==> config.mk <==
export PLATFORM = sky130hd
export DESIGN_NAME = pipeline_hazard_controller
export DESIGN_NICKNAME = d
export VERILOG_FILES = /design/src/rtl/pipeline_ctrl_pkg.sv /design/src/rtl/load_use_detector.sv /design/src/rtl/pipeline_hazard_controller.sv
export SDC_FILE = /design/constraint.sdc
export NUM_CORES = 1
export LEC_CHECK = 0
export BUFFER_PORTS_ARGS = -buffer_cell sky130_fd_sc_hd__buf_2
export CAP_MARGIN = 20
export CORE_MARGIN = 4
export CORE_UTILIZATION = 41
export CTS_BUF_LIST = sky130_fd_sc_hd__clkbuf_16
export CTS_CLUSTER_DIAMETER = 100
export DETAILED_ROUTE_END_ITERATION = 10
export PLACE_DENSITY = 0.74
export SYNTH_ARGS = -nofsm -noshare
export SYNTH_HDL_FRONTEND = slang
export SYNTH_SLANG_ARGS = --single-unit
==> constraint.sdc <==
create_clock -name clk -period 1.6 [get_ports clk]
set_input_delay 0.32 -clock clk [delete_from_list [all_inputs] [get_ports clk]]
set_output_delay 0.32 -clock clk [all_outputs]
set_load 0.01 [all_outputs]
==> src/rtl/pipeline_ctrl_pkg.sv <==
// Shared encodings for the pipeline hazard controller.
//   state_t : controller FSM states (RUN, MEM2, INT_DRAIN, INT_VEC)
//   PC_*    : pc_sel codes driven to the PC source mux
package pipeline_ctrl_pkg;

   typedef enum logic [1:0] {
      ST_RUN       = 2'd0,
      ST_MEM2      = 2'd1,
      ST_INT_DRAIN = 2'd2,
      ST_INT_VEC   = 2'd3
   } state_t;

   localparam logic [1:0] PC_SEQ    = 2'b00;
   localparam logic [1:0] PC_BRANCH = 2'b01;
   localparam logic [1:0] PC_VECTOR = 2'b10;

endpackage

==> src/rtl/load_use_detector.sv <==
// Load-use hazard compare between the load in DE and the sources of FD.
//   de_mem_read, de_reg_dst_num     : DE instruction is a load and its destination
//   fd_src{1,2}_num, fd_src{1,2}_used : FD source fields and their valid bits
//   hit_o                           : FD needs the value the DE load has not produced yet
module load_use_detector (
   input  logic       de_mem_read,
   input  logic [3:0] de_reg_dst_num,
   input  logic [2:0] fd_src1_num,
   input  logic [3:0] fd_src2_num,
   input  logic       fd_src1_used,
   input  logic       fd_src2_used,
   output logic       hit_o
);

   logic src1_match;
   logic src2_match;

   // Source 1 field is only 3 bits wide, so it can only alias the low registers.
   assign src1_match = fd_src1_used && ({1'b0, fd_src1_num} == de_reg_dst_num);
   assign src2_match = fd_src2_used && (fd_src2_num == de_reg_dst_num);
   assign hit_o      = de_mem_read && (src1_match || src2_match);

endmodule

==> src/rtl/pipeline_hazard_controller.sv <==
// Central pipeline sequencer: hold-enables and synchronous flushes for the
// FD/DE/EM/MW registers, PC write enable and PC source select.
//   clk, reset (active-low, async)
//   hazard inputs : load-use fields, branch_taken, mem_multi, int_req
//   outputs       : pc_en, pc_sel, *_en, *_flush, int_ack, ctrl_state
//
//   state     | meaning
//   ----------+-----------------------------------------------------------
//   RUN       | normal issue; load-use stall, branch flush, mem_multi entry
//   MEM2      | second cycle of a two-cycle memory op, returns to ret_state
//   INT_DRAIN | fetch blocked, FD flushed, older instructions retire
//   INT_VEC   | PC loads the interrupt vector, int_ack pulses
module pipeline_hazard_controller
   import pipeline_ctrl_pkg::*;
#(
   parameter int DRAIN_CYCLES = 3
) (
   input  logic       clk,
   input  logic       reset,
   input  logic       de_mem_read,
   input  logic [3:0] de_reg_dst_num,
   input  logic [2:0] fd_src1_num,
   input  logic [3:0] fd_src2_num,
   input  logic       fd_src1_used,
   input  logic       fd_src2_used,
   input  logic       branch_taken,
   input  logic       mem_multi,
   input  logic       int_req,
   output logic       pc_en,
   output logic [1:0] pc_sel,
   output logic       fd_en,
   output logic       de_en,
   output logic       em_en,
   output logic       mw_en,
   output logic       fd_flush,
   output logic       de_flush,
   output logic       em_flush,
   output logic       mw_flush,
   output logic       int_ack,
   output logic [2:0] ctrl_state
);

   localparam logic [2:0] DRAIN_LOAD = 3'(DRAIN_CYCLES - 1);

   state_t     state_q, state_d;
   state_t     ret_q, ret_d;
   logic [2:0] cnt_q, cnt_d;
   logic       pend_q, pend_d;
   logic       lu_hit;

   load_use_detector u_lu (
      .de_mem_read    (de_mem_read),
      .de_reg_dst_num (de_reg_dst_num),
      .fd_src1_num    (fd_src1_num),
      .fd_src2_num    (fd_src2_num),
      .fd_src1_used   (fd_src1_used),
      .fd_src2_used   (fd_src2_used),
      .hit_o          (lu_hit)
   );

   always_ff @(posedge clk or negedge reset) begin
      if (!reset) begin
         state_q <= ST_RUN;
         ret_q   <= ST_RUN;
         cnt_q   <= 3'd0;
         pend_q  <= 1'b0;
      end else begin
         state_q <= state_d;
         ret_q   <= ret_d;
         cnt_q   <= cnt_d;
         pend_q  <= pend_d;
      end
   end

   always_comb begin
      state_d  = state_q;
      ret_d    = ret_q;
      cnt_d    = cnt_q;
      pc_en    = 1'b1;
      pc_sel   = PC_SEQ;
      fd_en    = 1'b1;
      de_en    = 1'b1;
      em_en    = 1'b1;
      mw_en    = 1'b1;
      fd_flush = 1'b0;
      de_flush = 1'b0;
      em_flush = 1'b0;
      mw_flush = 1'b0;
      int_ack  = 1'b0;

      case (state_q)
         ST_RUN: begin
            if (mem_multi) begin
               pc_en    = 1'b0;
               fd_en    = 1'b0;
               de_en    = 1'b0;
               em_en    = 1'b0;
               mw_flush = 1'b1;
               ret_d    = ST_RUN;
               state_d  = ST_MEM2;
            end else begin
               if (branch_taken) begin
                  fd_flush = 1'b1;
                  de_flush = 1'b1;
                  pc_sel   = PC_BRANCH;
               end else if (lu_hit) begin
                  pc_en    = 1'b0;
                  fd_en    = 1'b0;
                  de_flush = 1'b1;
               end
               // Same-cycle int_req counts so entry latency is one cycle.
               if (pend_q || int_req) begin
                  state_d = ST_INT_DRAIN;
                  cnt_d   = DRAIN_LOAD;
               end
            end
         end
         ST_MEM2: begin
            // Second memory cycle during a drain still counts as a drain
            // cycle, so a two-cycle op only lengthens the drain by one.
            if (ret_q == ST_INT_DRAIN) begin
               pc_en    = 1'b0;
               fd_flush = 1'b1;
               if (cnt_q != 3'd0) cnt_d = cnt_q - 3'd1;
            end
            state_d = ret_q;
         end
         ST_INT_DRAIN: begin
            pc_en    = 1'b0;
            fd_flush = 1'b1;
            if (mem_multi) begin
               fd_en    = 1'b0;
               de_en    = 1'b0;
               em_en    = 1'b0;
               mw_flush = 1'b1;
               ret_d    = ST_INT_DRAIN;
               state_d  = ST_MEM2;
            end else begin
               if (branch_taken) begin
                  de_flush = 1'b1;
                  pc_sel   = PC_BRANCH;
                  pc_en    = 1'b1;
               end
               if (cnt_q == 3'd0) state_d = ST_INT_VEC;
               else               cnt_d   = cnt_q - 3'd1;
            end
         end
         ST_INT_VEC: begin
            pc_sel  = PC_VECTOR;
            int_ack = 1'b1;
            state_d = ST_RUN;
         end
         default: state_d = ST_RUN;
      endcase

      // A request arriving with the ack is kept so it is taken after RUN.
      pend_d = int_req || (pend_q && !int_ack);

      if (!reset) begin
         pc_en    = 1'b1;
         pc_sel   = PC_SEQ;
         fd_en    = 1'b1;
         de_en    = 1'b1;
         em_en    = 1'b1;
         mw_en    = 1'b1;
         fd_flush = 1'b0;
         de_flush = 1'b0;
         em_flush = 1'b0;
         mw_flush = 1'b0;
         int_ack  = 1'b0;
      end
   end

   assign ctrl_state = {1'b0, state_q};

endmodule

==> impl_results.md <==
* Clk sinks at 7
* #FFs+latches synth at 7
* Initial DRC count at 8
* NetSw at 945 uW
* Simple-gate area share of the yosys netlist at 20.0%
* Fin nets at 168
* Largest family of logic cells by synthesized area: simple AND/OR/NAND/NOR gates
* Area grow syn2layout at 80.2%
* TritonCTS Buffers at 3
* Drc violations at 0
* Top-count cell post-synth: inv_1
* Post-synth top cells: 11 x inv_1, 7 x dfrtp_1, 7 x nand2_1, 7 x xnor2_1, 6 x ha_1
* Die height at 50.8 um
* Ys Warns at 0
* Number of flops mapped to enable cells by yosys at 0
* Final hold viol count at 0
* Status: finished, violations left
* Post-synthesis instance total at 89
* Fin cells at 167
* Post-Route WL at 2.60 mm
* PwrDens at 1840 nW/um2
* Sequential share of power at 13.0%
* Synth Area in XOR/XNOR at 8.15%
* Later-pin clock latency in the skew report at 0.23 ns
* Vias in the first global route at 796
* Tot Pwr at 2490 uW
* Max stage delay cell, worst path: dfrtp_2
* GRT overflow at 0
* Tmin final at 1.90 ns
* Peak Freq at 0.526 GHz
* Combinational Power Share at 70.3%
* Crit-path cells: inv_4 > ha_4 > buf_6 > a21oi_2 > nor3_2 > o21a_1 > buf_2
* RSZ-0062 raised after global routing: true
* Met3 routed wirelength at 70 um
* Worst-path clk slew at 0.04 ns
* Fin util at 78.5%
* Post-DP HPWL at 1.66 mm
* N_diodes at 0
* Routed len/inst at 15.6 um
* Required @ worst endpoint at 1.28 ns
* Largest stage delay on the critical path at 0.42 ns
* Final setup fails at 12
* Final period utilization at 119%
* Pin count of the biggest net entering global routing at 8
* Die width at 50.8 um
* Setup WS pre-CTS at -0.0860 ns
* All-layer global routing usage at 17.2%
* Num ports at 34
* Starting Density at 43.6%
* Type of the tightest min-delay check: in -> async
* Worst Setup Start Kind: register
* DR vias at 853
* Cell variety after synth at 35
* Switching Fraction at 38.0%
* CTS tree: built
* H-Tree Depth at 1
* Clock buffer depth at 2
* ANT nets after route at 0
* Cell Area, Synth at 752 um2
* Synth Area in Compound Gates at 17.5%
* WL met2 at 1.44 mm
* Critical path type: reg -> out
* CP Capture Type: output port
* Leakage Power at 0.000641 uW
* DR pass1 iterations at 6
* Register area share after synthesis at 23.3%
* Slew Viols, Final at 0
* Synth top area cells: dfrtp_1 23%, ha_1 10%, xnor2_1 8.2%
* Peak supply drop at 1.17 mV
* Clock power frac at 16.7%
* Sum Neg Setup Slack at -1.80 ns
* Mux cell area share after synthesis at 5.99%
* Synth Area in Adders at 9.98%
* Ys async rst share at 100%
* Core area at 1730 um2
* Synth area leader: dfrtp_1
* Top FF cell, synth: dfrtp_1
* Antenna violations before repair at 0
* GPL Wtd Cong at 0.856
* Critical Path AT at 1.58 ns
* Share of cells above drive strength 1 at 63.4%
* Final worst slack at -0.300 ns
* Buffers on Ports at 30
* Hold buffers post-CTS at 0
* Drt via density at 5.11
* Internal power at 1540 uW
* Clock Skew at 0.00173 ns
* Crit path max fanout at 7
* Clk root buf: clkbuf_16
* Max_cap viols at 0
* Met1 WL at 997 um
* Avg Cell Area, Syn at 8.45 um2
* Violated checks: setup timing
* Placed cell count at 154
* Rows at 15
* Top Layer Used: met4
* First-pass GRT wire length at 3.31 mm
* Die area at 2580 um2
* Share of the synthesized area in the top cell type at 23.3%
final cells by class:
cell class / instances / area (um2)
inverter: 11 / 46.3
multi-input combinational: 64 / 619
clock inverter: 1 / 3.75
timing repair buffer: 56 / 402
sequential: 7 / 178
clock buffer: 3 / 75.1
fill: 115 / 372
tap: 25 / 31.3
placed cells by master (no fill, tap or decap), types with 3 or more instances in the layout:
| cell | synthesis | routed |
|---|---|---|
| buf_2 | 1 | 26 |
| a21oi_2 | 1 | 5 |
| conb_1 | 2 | 3 |
| o21ai_0 | 4 | 3 |
| clkbuf_16 | 0 | 3 |
| buf_6 | 2 | 9 |
| ha_4 | 0 | 4 |
| mux2i_1 | 3 | 3 |
| inv_1 | 11 | 7 |
| nand2_1 | 7 | 6 |
| xnor2_1 | 7 | 7 |
| dfrtp_1 | 7 | 5 |
| inv_2 | 0 | 3 |
| buf_4 | 5 | 20 |
flip-flops by register name, indices dropped and copies added, names as in the netlist:
signal and cells:
ret_q 1, pend_q 1, state_q 2, cnt_q 3
worst max-delay path, delay by kind of cell (launching register included):
kind | cells | cell delay (ns)
compound gates | 2 | 0.23
fa+ha+maj | 1 | 0.18
buf+inv | 3 | 0.33
flops | 1 | 0.42
simple gates | 1 | 0.18
power by group through the flow:
stage | Combinational [uW] | Clock, uW | Sequential, uW
after floorplan | 698 | 0 | 314
after global placement | 1110 | 0 | 297
after detailed placement | 1150 | 0 | 302
after CTS | 1380 | 423 | 314
after global routing | 1870 | 436 | 329
final | 1750 | 416 | 323
path summary, 6_finish.rpt:
path,start,end,slack (ns),depth (start not counted)
worst max register to register,state_q[1],cnt_q[1],-0.10,7
min in group clk,int_req,pend_q,0.32,2
worst min-delay path,reset,ret_q[1],0.07,2
max in group asynchronous,reset,state_q[1],1.39,2
worst min register to register,cnt_q[1],cnt_q[1],0.51,1
worst max-delay path,state_q[0],de_flush,-0.30,7
timing repair:
| action | in CTS | in global routing |
|---|---|---|
| buffers inserted | 3 | 6 |
| setup endpoints to repair | 13 | 14 |
| pin swaps | 3 | 8 |
| resized for setup | 14 | 24 |
through the flow:
stage | instance area, um2 | hold slack, ns
after global routing | 1360 | 0.0794
final | 1360 | 0.0742
after detailed placement | 1020 | 0.293
after floorplan | 772 | 0.0244
after CTS | 1190 | 0.0500
after global placement | 1020 | 0.289
cell families (layout without fill, tap and decap cells):
kind of cell               after synthesis  count (layout)
AOI/OAI and AO/OA                       19              19
other                                    2               3
and+or+nand+nor                         25              25
DFF                                      7               7
xor gates and xnor gates                 7               7
buffers and inverters                   19              71
adders and majority gates                6               6
muxes                                    4               4
metal layers:
metal | track usage, % | vias up
met5 | 0 | -
met4 | 8.07 | 0
met3 | 2.92 | 9
met2 | 34.8 | 23
met1 | 16.5 | 424
li1 | - | 397
Power figures use the tool's default switching activity.
